<file path="config.mk">
export PLATFORM = sky130hd
export DESIGN_NAME = access_requester
export DESIGN_NICKNAME = d
export VERILOG_FILES = /design/src/rtl/access_pkg.sv /design/src/rtl/access_requester_down_timer.sv /design/src/rtl/access_requester.sv
export SDC_FILE = /design/constraint.sdc
export NUM_CORES = 1
export LEC_CHECK = 0
export ABC_CLOCK_PERIOD_IN_PS = 4800
export CELL_PAD_IN_SITES_DETAIL_PLACEMENT = 1
export CELL_PAD_IN_SITES_GLOBAL_PLACEMENT = 1
export CORE_MARGIN = 2
export CORE_UTILIZATION = 40
export DETAILED_ROUTE_END_ITERATION = 16
export PLACE_DENSITY_LB_ADDON = 0.3
export SYNTH_ARGS = -nofsm -noshare
export SYNTH_HDL_FRONTEND = slang
export SYNTH_HIERARCHICAL = 1
export SYNTH_SLANG_ARGS = --single-unit
</file>
<file path="constraint.sdc">
create_clock -name clk -period 4.8 [get_ports clk]
set_input_delay 0.96 -clock clk [delete_from_list [all_inputs] [get_ports clk]]
set_output_delay 0.96 -clock clk [all_outputs]
set_load 0.1 [all_outputs]
</file>
<file path="src/rtl/access_pkg.sv">
// Shared encodings for the access-control initiator: status frames, request codes
// and the requester state machine.
package access_pkg;

    localparam logic [2:0] ST_NONE  = 3'b000;
    localparam logic [2:0] ST_GRANT = 3'b001;
    localparam logic [2:0] ST_DENY  = 3'b010;
    localparam logic [2:0] ST_LOCK  = 3'b100;

    localparam logic [1:0] RQ_NONE   = 2'b00;
    localparam logic [1:0] RQ_VERIFY = 2'b01;
    localparam logic [1:0] RQ_CHANGE = 2'b10;
    localparam logic [1:0] RQ_LOCK   = 2'b11;

    typedef enum logic [2:0] {
        S_IDLE,
        S_COLLECT,
        S_LOAD,
        S_REQ,
        S_WAIT,
        S_DONE,
        S_LOCK
    } state_t;

    // An op of 00 from the keypad is a plain verify.
    function automatic logic [1:0] map_request(input logic [1:0] op_in);
        return (op_in == RQ_NONE) ? RQ_VERIFY : op_in;
    endfunction

    function automatic logic is_decimal(input logic [3:0] d);
        return (d <= 4'd9);
    endfunction

endpackage

</file>
<file path="src/rtl/access_requester_down_timer.sv">
// Loadable saturating countdown; done is high while the count sits at zero.
module down_timer #(
    parameter int WIDTH = 8
) (
    input  logic             clk,
    input  logic             rst,
    input  logic             load,
    input  logic [WIDTH-1:0] load_value,
    input  logic             enable,
    output logic             done
);

    logic [WIDTH-1:0] count;

    // Load has priority; the count stops at zero instead of wrapping.
    always_ff @(posedge clk) begin
        if (!rst) begin
            count <= '0;
        end else if (load) begin
            count <= load_value;
        end else if (enable && (count != '0)) begin
            count <= count - WIDTH'(1);
        end
    end

    assign done = (count == '0);

endmodule

</file>
<file path="src/rtl/access_requester.sv">
// Keypad front end for the access-control block: collects a 4-digit code, issues
// load/request, waits for the status frame and enforces lockout after repeated denials.
module access_requester
    import access_pkg::*;
#(
    parameter int LOAD_CYCLES = 2,
    parameter int TIMEOUT     = 64,
    parameter int MAX_FAIL    = 3,
    parameter int LOCK_CYCLES = 1000
) (
    input  logic        clk,
    input  logic        rst,
    input  logic        digit_valid,
    input  logic [3:0]  digit,
    input  logic        clear,
    input  logic [1:0]  op,
    input  logic        ack,
    input  logic [2:0]  status_frame,
    output logic [15:0] code_out,
    output logic        data_load,
    output logic [1:0]  request,
    output logic        granted,
    output logic        denied,
    output logic        timeout,
    output logic        locked_out,
    output logic [2:0]  digit_count
);

    localparam int TO_W = $clog2(TIMEOUT + 1);
    localparam int LK_W = $clog2(LOCK_CYCLES + 1);
    localparam int LD_W = (LOAD_CYCLES > 1) ? $clog2(LOAD_CYCLES) : 1;
    localparam int FL_W = $clog2(MAX_FAIL + 1);

    // Timers are preloaded with N-1 so done marks the last of N cycles.
    localparam logic [TO_W-1:0] TO_LOAD  = TO_W'(TIMEOUT - 1);
    localparam logic [LK_W-1:0] LK_LOAD  = LK_W'(LOCK_CYCLES - 1);
    localparam logic [LD_W-1:0] LD_LAST  = LD_W'(LOAD_CYCLES - 1);
    localparam logic [FL_W-1:0] FAIL_MAX = FL_W'(MAX_FAIL);

    state_t          state, state_n;
    logic [15:0]     code_n;
    logic [2:0]      count_n;
    logic [1:0]      op_q, op_n;
    logic            granted_n, denied_n, timeout_n;
    logic [FL_W-1:0] fail_cnt, fail_n;
    logic [LD_W-1:0] load_cnt, load_cnt_n;
    logic            wait_done, lock_done;

    down_timer #(.WIDTH(TO_W)) u_timeout_timer (
        .clk        (clk),
        .rst        (rst),
        .load       (state != S_WAIT),
        .load_value (TO_LOAD),
        .enable     ((state == S_WAIT) && (status_frame == ST_NONE)),
        .done       (wait_done)
    );

    down_timer #(.WIDTH(LK_W)) u_lock_timer (
        .clk        (clk),
        .rst        (rst),
        .load       (state != S_LOCK),
        .load_value (LK_LOAD),
        .enable     (state == S_LOCK),
        .done       (lock_done)
    );

    always_ff @(posedge clk) begin
        if (!rst) begin
            state       <= S_IDLE;
            code_out    <= '0;
            digit_count <= '0;
            op_q        <= RQ_NONE;
            granted     <= 1'b0;
            denied      <= 1'b0;
            timeout     <= 1'b0;
            fail_cnt    <= '0;
            load_cnt    <= '0;
        end else begin
            state       <= state_n;
            code_out    <= code_n;
            digit_count <= count_n;
            op_q        <= op_n;
            granted     <= granted_n;
            denied      <= denied_n;
            timeout     <= timeout_n;
            fail_cnt    <= fail_n;
            load_cnt    <= load_cnt_n;
        end
    end

    always_comb begin
        state_n    = state;
        code_n     = code_out;
        count_n    = digit_count;
        op_n       = op_q;
        granted_n  = granted;
        denied_n   = denied;
        timeout_n  = timeout;
        fail_n     = fail_cnt;
        load_cnt_n = load_cnt;

        case (state)
            S_IDLE: begin
                if (digit_valid && is_decimal(digit)) begin
                    code_n  = {12'h000, digit};
                    count_n = 3'd1;
                    state_n = S_COLLECT;
                end
            end
            S_COLLECT: begin
                if (clear) begin
                    code_n  = '0;
                    count_n = '0;
                    state_n = S_IDLE;
                end else if (digit_valid && is_decimal(digit)) begin
                    code_n  = {code_out[11:0], digit};
                    count_n = digit_count + 3'd1;
                    if (digit_count == 3'd3) begin
                        op_n       = op;
                        load_cnt_n = '0;
                        state_n    = S_LOAD;
                    end
                end
            end
            S_LOAD: begin
                if (load_cnt == LD_LAST) begin
                    load_cnt_n = '0;
                    state_n    = S_REQ;
                end else begin
                    load_cnt_n = load_cnt + LD_W'(1);
                end
            end
            S_REQ: begin
                state_n = S_WAIT;
            end
            S_WAIT: begin
                case (status_frame)
                    ST_NONE: begin
                        if (wait_done) begin
                            timeout_n = 1'b1;
                            state_n   = S_DONE;
                        end
                    end
                    ST_GRANT: begin
                        granted_n = 1'b1;
                        fail_n    = '0;
                        state_n   = S_DONE;
                    end
                    ST_LOCK: begin
                        code_n  = '0;
                        count_n = '0;
                        state_n = S_LOCK;
                    end
                    default: begin
                        // ST_DENY and any unrecognised frame count as a denial.
                        denied_n = 1'b1;
                        if (fail_cnt != FAIL_MAX) begin
                            fail_n = fail_cnt + FL_W'(1);
                        end
                        state_n = S_DONE;
                    end
                endcase
            end
            S_DONE: begin
                if (ack) begin
                    granted_n = 1'b0;
                    denied_n  = 1'b0;
                    timeout_n = 1'b0;
                    code_n    = '0;
                    count_n   = '0;
                    if (fail_cnt >= FAIL_MAX) begin
                        fail_n  = '0;
                        state_n = S_LOCK;
                    end else begin
                        state_n = S_IDLE;
                    end
                end
            end
            S_LOCK: begin
                if (lock_done) begin
                    state_n = S_IDLE;
                end
            end
            default: begin
                state_n = S_IDLE;
            end
        endcase
    end

    // Interface strobes decode straight from the state register so reset drops them at once.
    assign data_load  = (state == S_LOAD);
    assign request    = (state == S_REQ) ? map_request(op_q) : RQ_NONE;
    assign locked_out = (state == S_LOCK);

endmodule

</file>
Word level (Yosys, flattened, before mapping). Cells that the tools add are included.

Add/subtract/negate cells: 5. Reduce and logical (&&, ||, !) cells: 28. Muxes and demuxes: 46. Equality and inequality tests: 30. $lt $le $gt $ge: 2. Bitwise operators: 2.

Operator list (number): $mux 16 (5); $pmux 16 s4 (1); $mux 3 (13); $pmux 3 s7 (1); $mux 10 (2); $ne 2x2->1 const B (10); $eq 3x3->1 const B (4); $mux 6 (2); $ne 3x3->1 const B (4); $pmux 3 s4 (1); $reduce_and 4->1 (3); $logic_not 10->1 (1); $mux 2 (5); $ne 2x1->1 const B (5); $reduce_and 5->1 (2); $reduce_bool 10->1 (1); $sub 10x1->10 const B (1); $eq 3x2->1 const B (3); $mux 1 (9); $pmux 1 s2 (4); $pmux 2 s2 (2); $reduce_bool 2->1 (4); $logic_not 7->1 (1); $reduce_and 7->1 (1); other kinds (19) (28).

Output and inout port bits: 26. Register bits after elaboration: 47. Word-level logic and storage cells: 126. Input port bits: 14.

Longest topological paths before layout. Gate-level depths: netlist (run 1).

Word-level depth: 5. Depth in mapped cells: 9. Depth with buffers taken out: 9.

By module. The synthesis (run 1) kept the hierarchy.

By module, submodules not included: access_requester (cells each 191, area an instance 1534.0 sq um, instances 1, seq. area each 600.6 sq um); down_timer (u_lock_timer) (cells each 74, area an instance 598.1 sq um, instances 1, seq. area each 200.2 sq um); down_timer (u_timeout_timer) (cells each 47, area an instance 419.2 sq um, instances 1, seq. area each 140.1 sq um).

Worst setup path before layout (run 1). No wires, ideal clock.

Path kind: reg-to-output. Start: register state[0]. End: output request[0]. Stages on the path, launching flop included: 4. Arrival time: 2.290 ns. Path slack: 1.550 ns. Cell sequence: dfxtp_1 > clkbuf_1 > nand3b_1 > a21oi_1.

Word-level cells in the longest chain between the ends: 2.

RTL lines: from (decl) (line access_requester.sv:40) `state_t state, state_n;`; from (signal assigned) (line access_requester.sv:79) `state <= state_n;`; $eq 3x2->1 (line access_requester.sv:192) `assign request = (state == S_REQ) ? map_request(op_q) : RQ_NONE;`; $mux 2 (line access_requester.sv:192); to (decl) (line access_requester.sv:21) `output logic [1:0] request,`.

Every way passes these cells.

Final worst setup path (run 1).
Start: register state[1]. End: output locked_out.

Word-level cells in the longest chain between the ends: 1.

RTL lines: $eq 3x3->1 (line access_requester.sv:193) `assign locked_out = (state == S_LOCK);`; to (decl) (line access_requester.sv:25) `output logic locked_out,`.

Every way passes these cells.

==> results.toml, run 1 <==
[cells_and_area]
fin_nets = 374
final_cells = 433
antenna-diode-count = 0
fin_area_um2 = 3110
number_of_inserted_filler_cells_in_the_final_layout = 784
final_layout_size_suffix_gt1_frac = 0.0590
multiInputGateArea_um2 = 1530
area_growth_pct = 21.7
seq_area_um2 = 941

[logic_synthesis]
portion_of_the_post_synthesis_area_used_by_sequential_elements = 0.369
postSynth.asyncResetShare = 0
syn_area_per_cell_um2 = 8.18
synth.largest_area_cell = "sky130_fd_sc_hd__dfxtp_1"
synth_area_leaders = "sky130_fd_sc_hd__dfxtp_1, sky130_fd_sc_hd__o21ai_0, sky130_fd_sc_hd__nand2_1"
proportion_of_netlist_area_held_by_the_largest_area_contributor = 0.369
dominantRegCellSynth = "sky130_fd_sc_hd__dfxtp_1"
netlist_area_before_placement_um2 = 2550
synth_cell_type_count = 55
synth-edff-count = 0
syn-instance-count = 312
yosys_register_bits = 47
number_of_warnings_printed_during_yosys_synthesis = 6

[timing]
tns_ns = 0
finalClockSkew_ns = 0.0131
timing.max_slew.rel_slack = 0.257
grt_setup_unrepaired = "false"
setup_viol = 0
slew_violations = 0
tightest_slew_ns = 1.11
fmax_mhz = 267
final_min_period_over_clock_period = 0.779
period_needed_ns = 3.74
final_critical_path_setup_slack_ns = 1.06
final_hold_viol_count = 0

[cts]
post_cts_setup_buffer_count = 0
post_cts_hold_buffer_count = 0
numCtsBuffers = 5
clock_input_transition_at_the_sequential_cells_of_the_worst_setup_and_hold_paths_ns = 0.10
cts_repair_resize_count = 0
ctsLongestPathBuffers = 2
h-tree-depth = 2
worstSkewPairLatency_ns = 0.32
cts.sink_count = 47
clockRootBuffer = "sky130_fd_sc_hd__clkbuf_8"
tritoncts = "yes"

[routing]
detail_route.vias_per_cell = 5.52
number_of_remaining_drc_errors = 0
firstDrtPassIters = 5
routed_wire_length_per_instance_um = 14.6
drt_wl_total_mm = 6.34
route.antenna.remaining_nets = 0
via_count = 2392
drt_iter0_drc = 56

[worst_setup_path]
cell_breakdown_of_the_critical_path = "nor2b_1 -> and2_1 -> clkdlybuf4s50_1"
critPathRequiredTime_ns = 3.84
start_kind = "flop"
critical-path-slowest-cell = "sky130_fd_sc_hd__clkdlybuf4s50_1"
end_kind = "output port"
worstPathMaxFanout = 13
cp.arrival_ns = 2.78
worst-setup-path-type = "flop to output port"
max_stage_delay_ns = 1.19

[placed_design]
dp_hpwl_mm = 4.39
pre_cts_slack_ns = 1.42
portBuffers = 39
dp_cells = 425
gp_routability_congestion = 0.782
post_dp_cell_area_um2 = 3010

[power]
p_leak_nw = 1.20
power_per_cell_area_nw_per_um2 = 314
irDropWorstVdd_v = 0.000185
totalPowerFinal_mw = 0.975

[floorplan]
die_h_um = 83.9
die-width_um = 83.9
design.die.area_um2 = 7030
initial_core_util = 0.409
io_pins = 40
core_area_um2 = 6240
number_of_placement_rows = 29

[grt]
grt_pass1_wl_mm = 10.9
grt_pass1_vias = 2348
grt-ovfl-total = 0
grt_antenna_before_repair = 0
grt_max_degree = 70
grtUsageTotal = 0.185

[status]
status = "finished, final reports clean"

[flow_run]
cap_viol_max_count = 0

[worst_hold_path]
min-delay-path-class = "flop to flop"
-- logic make-up after synthesis --
kind of cell	Yosys count	synth area share
AND/OR/NAND/NOR	132	0.304
AO/OA/AOI/OAI	83	0.202
flip-flops	47	0.369
buffers and inverters	33	0.0589
multiplexers	9	0.0353
adder cells (fa/ha/maj)	5	0.0245
other	2	0.00294
XOR/XNOR	1	0.00343
-- critical path: cells and delay by family (launching register included) --
family	cells	cell delay, ns
and+or+nand+nor	2	0.62
DFF	1	0.65
buffers and inverters	1	1.19
-- cells in the final DEF, fill, tap and decap left out, types with 2 or more instances in the layout --
cell type	instances
sky130_fd_sc_hd__ha_1	5
sky130_fd_sc_hd__nand3_1	12
sky130_fd_sc_hd__o31ai_1	5
sky130_fd_sc_hd__o21ai_0	28
sky130_fd_sc_hd__nor3_2	2
sky130_fd_sc_hd__nand4_1	14
sky130_fd_sc_hd__dfxtp_1	47
sky130_fd_sc_hd__nor3b_2	2
sky130_fd_sc_hd__nand2_1	34
sky130_fd_sc_hd__o211a_1	2
sky130_fd_sc_hd__nand4b_1	2
sky130_fd_sc_hd__nand3b_1	3
sky130_fd_sc_hd__o21a_1	2
sky130_fd_sc_hd__a21oi_1	19
sky130_fd_sc_hd__nor2b_1	7
sky130_fd_sc_hd__inv_6	2
sky130_fd_sc_hd__and3_1	4
sky130_fd_sc_hd__clkbuf_8	5
sky130_fd_sc_hd__nor3b_1	2
sky130_fd_sc_hd__mux2i_1	9
sky130_fd_sc_hd__or3_1	4
sky130_fd_sc_hd__o211ai_1	3
sky130_fd_sc_hd__and2_1	4
sky130_fd_sc_hd__o311a_1	3
sky130_fd_sc_hd__conb_1	17
sky130_fd_sc_hd__clkdlybuf4s50_1	38
sky130_fd_sc_hd__o31a_1	2
sky130_fd_sc_hd__nand4bb_1	2
sky130_fd_sc_hd__inv_1	14
sky130_fd_sc_hd__a31oi_1	3
sky130_fd_sc_hd__o21ai_1	7
sky130_fd_sc_hd__nand2b_1	10
sky130_fd_sc_hd__nor2_1	18
-- stage by stage --
stage,util,hold slack [ns]
finish,0.498,0.466
global route,0.498,0.496
CTS,0.498,0.470
detailed placement,0.482,0.452
global placement,0.482,0.446
floorplan,-,0.486
-- path summary, 6_finish.rpt --
| check | depth (start not counted) | slack (ns) | start | to |
|---|---|---|---|---|
| setup reg to reg | 7 | 1.82 | state[2] | u_timeout_timer/count[5] |
| setup / recovery | 3 | 1.06 | state[1] | locked_out |
| hold reg to reg | 2 | 0.47 | code_out[14] | code_out[14] |
| hold / removal | 2 | 0.47 | code_out[14] | code_out[14] |
-- final cells by class --
cell class | count | area share
Clock buffer | 5 | 0.0222
Clock inverter | 3 | 0.00927
Inverter | 14 | 0.0169
Multi-Input combinational cell | 247 | 0.491
Sequential cell | 47 | 0.303
Tap cell | 77 | 0.0310
Timing Repair Buffer | 40 | 0.127
-- per-layer routing --
layer	routed length, µm	up-vias	part of all wire	global-route usage
met5	0	-	0	0
li1	-	1196	-	-
met4	91	0	0.014	0.0601
met1	3070	1156	0.48	0.245
met3	167	9	0.026	0.0346
met2	3010	31	0.47	0.306
-- sequential cells by signal, summed over array words and instances, names as in the netlist, 2 cells and up --
| register | cells |
|---|---|
| code_out | 16 |
| u_lock_timer/count | 10 |
| u_timeout_timer/count | 7 |
| digit_count | 3 |
| state | 3 |
| fail_cnt | 2 |
| op_q | 2 |
-- synth_stat cells (7+ instances only) --
| library cell | count |
|---|---|
| sky130_fd_sc_hd__nand2b_1 | 10 |
| sky130_fd_sc_hd__mux2i_1 | 9 |
| sky130_fd_sc_hd__o21ai_1 | 7 |
| sky130_fd_sc_hd__nand3_1 | 12 |
| sky130_fd_sc_hd__o21ai_0 | 28 |
| sky130_fd_sc_hd__a21oi_1 | 19 |
| sky130_fd_sc_hd__inv_1 | 14 |
| sky130_fd_sc_hd__dfxtp_1 | 47 |
| sky130_fd_sc_hd__nand2_1 | 34 |
| sky130_fd_sc_hd__nor2b_1 | 7 |
| sky130_fd_sc_hd__nor2_1 | 18 |
| sky130_fd_sc_hd__nand4_1 | 14 |
| sky130_fd_sc_hd__clkbuf_1 | 10 |
-- power by group --
group	leakage [nW]	switching, mW	internal, mW
clock	0.0511	0.166	0.110
combinational	0.767	0.174	0.0779
sequential	0.384	0.0343	0.412
(Power assumes the default switching activity.)
==> inputs of run 2 (changes only) <==
--- a/config.mk
+++ b/config.mk
@@ -5,11 +5,11 @@
 export SDC_FILE = /design/constraint.sdc
 export NUM_CORES = 1
 export LEC_CHECK = 0
-export ABC_CLOCK_PERIOD_IN_PS = 4800
+export ABC_CLOCK_PERIOD_IN_PS = 3400
 export CELL_PAD_IN_SITES_DETAIL_PLACEMENT = 1
 export CELL_PAD_IN_SITES_GLOBAL_PLACEMENT = 1
 export CORE_MARGIN = 2
-export CORE_UTILIZATION = 40
+export CORE_UTILIZATION = 36
 export DETAILED_ROUTE_END_ITERATION = 16
 export PLACE_DENSITY_LB_ADDON = 0.3
 export SYNTH_ARGS = -nofsm -noshare
==> constraint.sdc (replaced) <==
create_clock -name clk -period 3.4 [get_ports clk]
set_input_delay 0.68 -clock clk [delete_from_list [all_inputs] [get_ports clk]]
set_output_delay 0.68 -clock clk [all_outputs]
set_load 0.1 [all_outputs]
==> results.toml, run 2 (synthesis gave the netlist of run 1 again) <==
[status]
status = "finished, final reports clean"

[routing]
drt-met1-wl_mm = 3.10
detailroute.wirelength.met2_mm = 3.05
met3_wirelength_um = 198
drt_wl_total_mm = 6.38
via_count = 2347
number_of_remaining_drc_errors = 0
route.antenna.remaining_nets = 0
highest-signal-layer = "met4"
detail_route.vias_per_cell = 5.16
firstDrtPassIters = 4
drt_iter0_drc = 95
routed_wire_length_per_instance_um = 14.0

[cts]
tritoncts = "yes"
worstSkewPairLatency_ns = 0.30
cts_repair_resize_count = 0
ctsLongestPathBuffers = 2
clock_input_transition_at_the_sequential_cells_of_the_worst_setup_and_hold_paths_ns = 0.10
post_cts_setup_buffer_count = 0
numCtsBuffers = 5
cts.sink_count = 47
post_cts_hold_buffer_count = 0
clockRootBuffer = "sky130_fd_sc_hd__clkbuf_8"
h-tree-depth = 2

[cells_and_area]
final_cell_mix = "sky130_fd_sc_hd__dfxtp_1, sky130_fd_sc_hd__nand2_1, sky130_fd_sc_hd__o21ai_0, sky130_fd_sc_hd__buf_4, sky130_fd_sc_hd__clkdlybuf4s50_1"
final_common_cell = "sky130_fd_sc_hd__dfxtp_1"
fin_area_um2 = 3110
fin_nets = 377
number_of_inserted_filler_cells_in_the_final_layout = 854
area_growth_pct = 21.9
top_regs = "code_out x16, u_lock_timer/count x10, u_timeout_timer/count x7"
largest_reg_flops = 16
antenna-diode-count = 0
final_layout_size_suffix_gt1_frac = 0.117
largest_register = "code_out"

[worst_setup_path]
end_kind = "flop"
cp.arrival_ns = 2.92
worst-setup-path-type = "input port to flop"
start_kind = "input port"
critPathRequiredTime_ns = 3.60
worstPathMaxFanout = 6

[timing]
grt_setup_unrepaired = "false"
final_hold_viol_count = 0
final_min_period_over_clock_period = 0.801
setup_viol = 0
finalClockSkew_ns = 0.00602
period_needed_ns = 2.72
tns_ns = 0
fmax_mhz = 367
timing.max_slew.rel_slack = 0.350
slew_violations = 0
tightest_slew_ns = 0.972

[placed_design]
gp_routability_congestion = 0.844
dp_hpwl_mm = 4.50
portBuffers = 39
post_dp_cell_area_um2 = 3010

[grt]
grt-ovfl-total = 0
grtUsageTotal = 0.174
grt_pass1_wl_mm = 10.9
grt_antenna_before_repair = 0
grt_pass1_vias = 2308
grt_max_degree = 53

[floorplan]
number_of_placement_rows = 30
io_pins = 40
design.die.area_um2 = 7780
initial_core_util = 0.373
die_h_um = 88.2
die-width_um = 88.2
core_area_um2 = 6830

[flow_run]
cap_viol_max_count = 0

[power]
p_leak_nw = 1.26
power_per_cell_area_nw_per_um2 = 438
totalPowerFinal_mw = 1.36
irDropWorstVdd_v = 0.000315

[worst_hold_path]
min-delay-path-class = "flop to flop"
[run 2: metal layers]
metal | track usage | vias up
met5 | 0 | -
met4 | 0.0331 | 0
met3 | 0.0339 | 2
met2 | 0.306 | 35
met1 | 0.223 | 1105
li1 | - | 1205
[run 2: worst paths after layout]
path | startpoint | end | cells past startpoint | slack (ns)
worst max-delay path | status_frame[1] | u_timeout_timer/count[5] | 8 | 0.68
worst min-delay path | code_out[15] | code_out[15] | 2 | 0.47
worst max register to register | state[2] | u_timeout_timer/count[5] | 7 | 0.93
worst min register to register | code_out[15] | code_out[15] | 2 | 0.47
[run 2: cell type report]
class                      instances  area (µm²)  area share
inverter                          14        52.6      0.0169
clock buffer                       5        68.8      0.0221
tap                               96         120      0.0386
timing repair buffer              43         370       0.119
clock inverter                     3        31.3      0.0101
multi-input combinational        247        1530       0.491
sequential                        47         941       0.303
[run 2: worst max-delay path, stage by stage]
cell and delay (ns):
sky130_fd_sc_hd__clkdlybuf4s50_1 0.51, sky130_fd_sc_hd__nor2_1 0.19, sky130_fd_sc_hd__nand3_1 0.14, sky130_fd_sc_hd__inv_1 0.15
sky130_fd_sc_hd__or3b_1 0.38, sky130_fd_sc_hd__or4_1 0.42, sky130_fd_sc_hd__and2_0 0.17, sky130_fd_sc_hd__o311a_1 0.28
[run 2: stage by stage]
stage / hold WS (ns) / instances / setup WS (ns) / util
finish: 0.472 / 455 / 0.677 / 0.455
global route: 0.505 / 455 / 0.573 / 0.455
CTS: 0.477 / 455 / 0.690 / 0.455
detailed placement: 0.460 / 447 / 0.364 / 0.440
global placement: 0.448 / 447 / 0.439 / 0.440
floorplan: 0.486 / 327 / 0.430 / -
[run 2: power by group]
part           total, mW  switching [mW]  internal, mW  leakage, nW
combinational      0.356           0.247         0.109        0.818
clock              0.372           0.214         0.158       0.0526
sequential         0.633          0.0509         0.582        0.384
total               1.36           0.512         0.848         1.26
==> inputs of run 3 (changes only) <==
--- a/config.mk
+++ b/config.mk
@@ -5,7 +5,7 @@
 export SDC_FILE = /design/constraint.sdc
 export NUM_CORES = 1
 export LEC_CHECK = 0
-export ABC_CLOCK_PERIOD_IN_PS = 3400
+export ABC_CLOCK_PERIOD_IN_PS = 2300
 export CELL_PAD_IN_SITES_DETAIL_PLACEMENT = 1
 export CELL_PAD_IN_SITES_GLOBAL_PLACEMENT = 1
 export CORE_MARGIN = 2
==> constraint.sdc (replaced) <==
create_clock -name clk -period 2.3 [get_ports clk]
set_input_delay 0.46 -clock clk [delete_from_list [all_inputs] [get_ports clk]]
set_output_delay 0.46 -clock clk [all_outputs]
set_load 0.1 [all_outputs]
==> results.toml, run 3 (synthesis gave the netlist of run 1 again) <==
[cts]
tritoncts = "yes"
numCtsBuffers = 5
worstSkewPairLatency_ns = 0.30
post_cts_setup_buffer_count = 0
ctsLongestPathBuffers = 2
h-tree-depth = 2
cts.sink_count = 47
clockRootBuffer = "sky130_fd_sc_hd__clkbuf_8"
post_cts_hold_buffer_count = 0
clock_input_transition_at_the_sequential_cells_of_the_worst_setup_and_hold_paths_ns = 0.10

[routing]
drt-met1-wl_mm = 3.18
route.antenna.remaining_nets = 0
firstDrtPassIters = 4
detail_route.vias_per_cell = 5.10
routed_wire_length_per_instance_um = 14.0
number_of_remaining_drc_errors = 0
drt_iter0_drc = 64
drt_wl_total_mm = 6.56
highest-signal-layer = "met4"
detailroute.wirelength.met2_mm = 3.22
via_count = 2394
met3_wirelength_um = 143

[power]
combinationalPowerShare = 0.281
sequential_power_share = 0.425
power_switching_mw = 0.746
switching_share = 0.350
pwr-share-clk = 0.294
p_int_mw = 1.39
power_per_cell_area_nw_per_um2 = 647
irDropWorstVdd_v = 0.000462
totalPowerFinal_mw = 2.13
p_leak_nw = 1.38

[floorplan]
number_of_placement_rows = 30
initial_core_util = 0.373
core_area_um2 = 6830
die_h_um = 88.2
die-width_um = 88.2
io_pins = 40
design.die.area_um2 = 7780

[worst_setup_path]
start_kind = "input port"
worst-r2r-cell-count = 7
critPathRequiredTime_ns = 2.49
worstPathMaxFanout = 2
worstReg2RegStart = "state[2]"
end_kind = "flop"
cp.arrival_ns = 2.44
worst-setup-path-type = "input port to flop"
minimum_setup_slack_among_reg_to_reg_paths_ns = 0.22
r2r-end = "u_timeout_timer/count[5]"

[timing]
finalClockSkew_ns = 0.00977
final_min_period_over_clock_period = 0.980
slew_violations = 0
setup_viol = 0
final_hold_viol_count = 0
fmax_mhz = 444
tightest_slew_ns = 0.676
tns_ns = 0
period_needed_ns = 2.25
timing.max_slew.rel_slack = 0.549

[worst_hold_path]
min-delay-path-class = "flop to flop"
holdPathStages = 2
worst_hold_path.endpoint = "code_out[12]"
min-delay-start = "code_out[12]"

[placed_design]
gp_routability_congestion = 0.766
portBuffers = 39
dp_hpwl_mm = 4.72
post_dp_cell_area_um2 = 3160

[cells_and_area]
final_cell_mix = "sky130_fd_sc_hd__dfxtp_1, sky130_fd_sc_hd__buf_4, sky130_fd_sc_hd__nand2_1, sky130_fd_sc_hd__o21ai_0, sky130_fd_sc_hd__a21oi_1"
final_layout_size_suffix_gt1_frac = 0.190
final_common_cell = "sky130_fd_sc_hd__dfxtp_1"
largest_reg_flops = 16
fin_nets = 391
utilization = 0.483
largest_register = "code_out"
area_growth_pct = 29.2
fin_area_um2 = 3300
antenna-diode-count = 0
top_regs = "code_out x16, u_lock_timer/count x10, u_timeout_timer/count x7"

[grt]
grt_max_degree = 42
grt_pass1_vias = 2347
grtUsageTotal = 0.179
grt_antenna_before_repair = 0
grt-ovfl-total = 0
grt_pass1_wl_mm = 11.2

[flow_run]
cap_viol_max_count = 0

[status]
status = "finished, final reports clean"
[run 3: stage by stage]
| step | hold WS [ns] | instances | setup slack, ns |
|---|---|---|---|
| final | 0.466 | 469 | 0.0453 |
| after global routing | 0.498 | 469 | -0.00531 |
| after CTS | 0.471 | 469 | 0.0288 |
| after detailed placement | 0.455 | 461 | -0.295 |
| after global placement | 0.447 | 461 | -0.245 |
| after floorplan | 0.486 | 327 | 0.0591 |
[run 3: final cells by class]
| cell class | count | area [µm²] |
|---|---|---|
| Sequential cell | 47 | 941 |
| Tap cell | 96 | 120 |
| Multi-Input combinational cell | 247 | 1550 |
| Fill cell | 864 | 3530 |
| Timing Repair Buffer | 57 | 520 |
| Clock inverter | 3 | 47.5 |
| Clock buffer | 5 | 68.8 |
| Inverter | 14 | 52.6 |
[run 3: how the worst max path moves through the flow]
stage                                     to  slack [ns]  depth (start not counted)       startpoint
detailed placement  u_timeout_timer/count[5]       -0.30                          8  status_frame[1]
CTS                 u_timeout_timer/count[5]        0.03                          8  status_frame[1]
floorplan              u_lock_timer/count[8]        0.06                          7         state[1]
global placement    u_timeout_timer/count[5]       -0.24                          8  status_frame[1]
finish              u_timeout_timer/count[5]        0.05                          8  status_frame[1]
global route        u_timeout_timer/count[5]      -0.005                          8  status_frame[1]
[run 3: routing by layer]
| layer | vias up | global-route usage |
|---|---|---|
| li1 | 1229 | - |
| met1 | 1137 | 0.240 |
| met2 | 26 | 0.302 |
| met3 | 2 | 0.0368 |
| met4 | 0 | 0.0289 |
| met5 | - | 0 |
[run 3: what timing repair did]
action | 4_1_cts | 5_1_grt
resized for setup | 0 | 5
endpoints found under the hold margin | 0 | 0
endpoints found under the setup margin | 0 | 1
[run 3: power by group through the flow]
stage	logic [mW]	registers [mW]	clock network, mW
2_1_floorplan	0.296	1.06	0
3_3_place_gp	0.587	0.924	0
3_5_place_dp	0.598	0.926	0
4_1_cts	0.601	0.907	0.658
5_1_grt	0.647	0.915	0.684
6_report	0.598	0.907	0.627
[run 3: critical path, stage by stage]
cell and delay, ns:
sky130_fd_sc_hd__clkdlybuf4s50_1 0.43, sky130_fd_sc_hd__nor2_2 0.13, sky130_fd_sc_hd__nand3_2 0.10, sky130_fd_sc_hd__inv_1 0.08, sky130_fd_sc_hd__or3b_4 0.38, sky130_fd_sc_hd__or4_4 0.42
sky130_fd_sc_hd__and2_0 0.17, sky130_fd_sc_hd__o311a_1 0.28
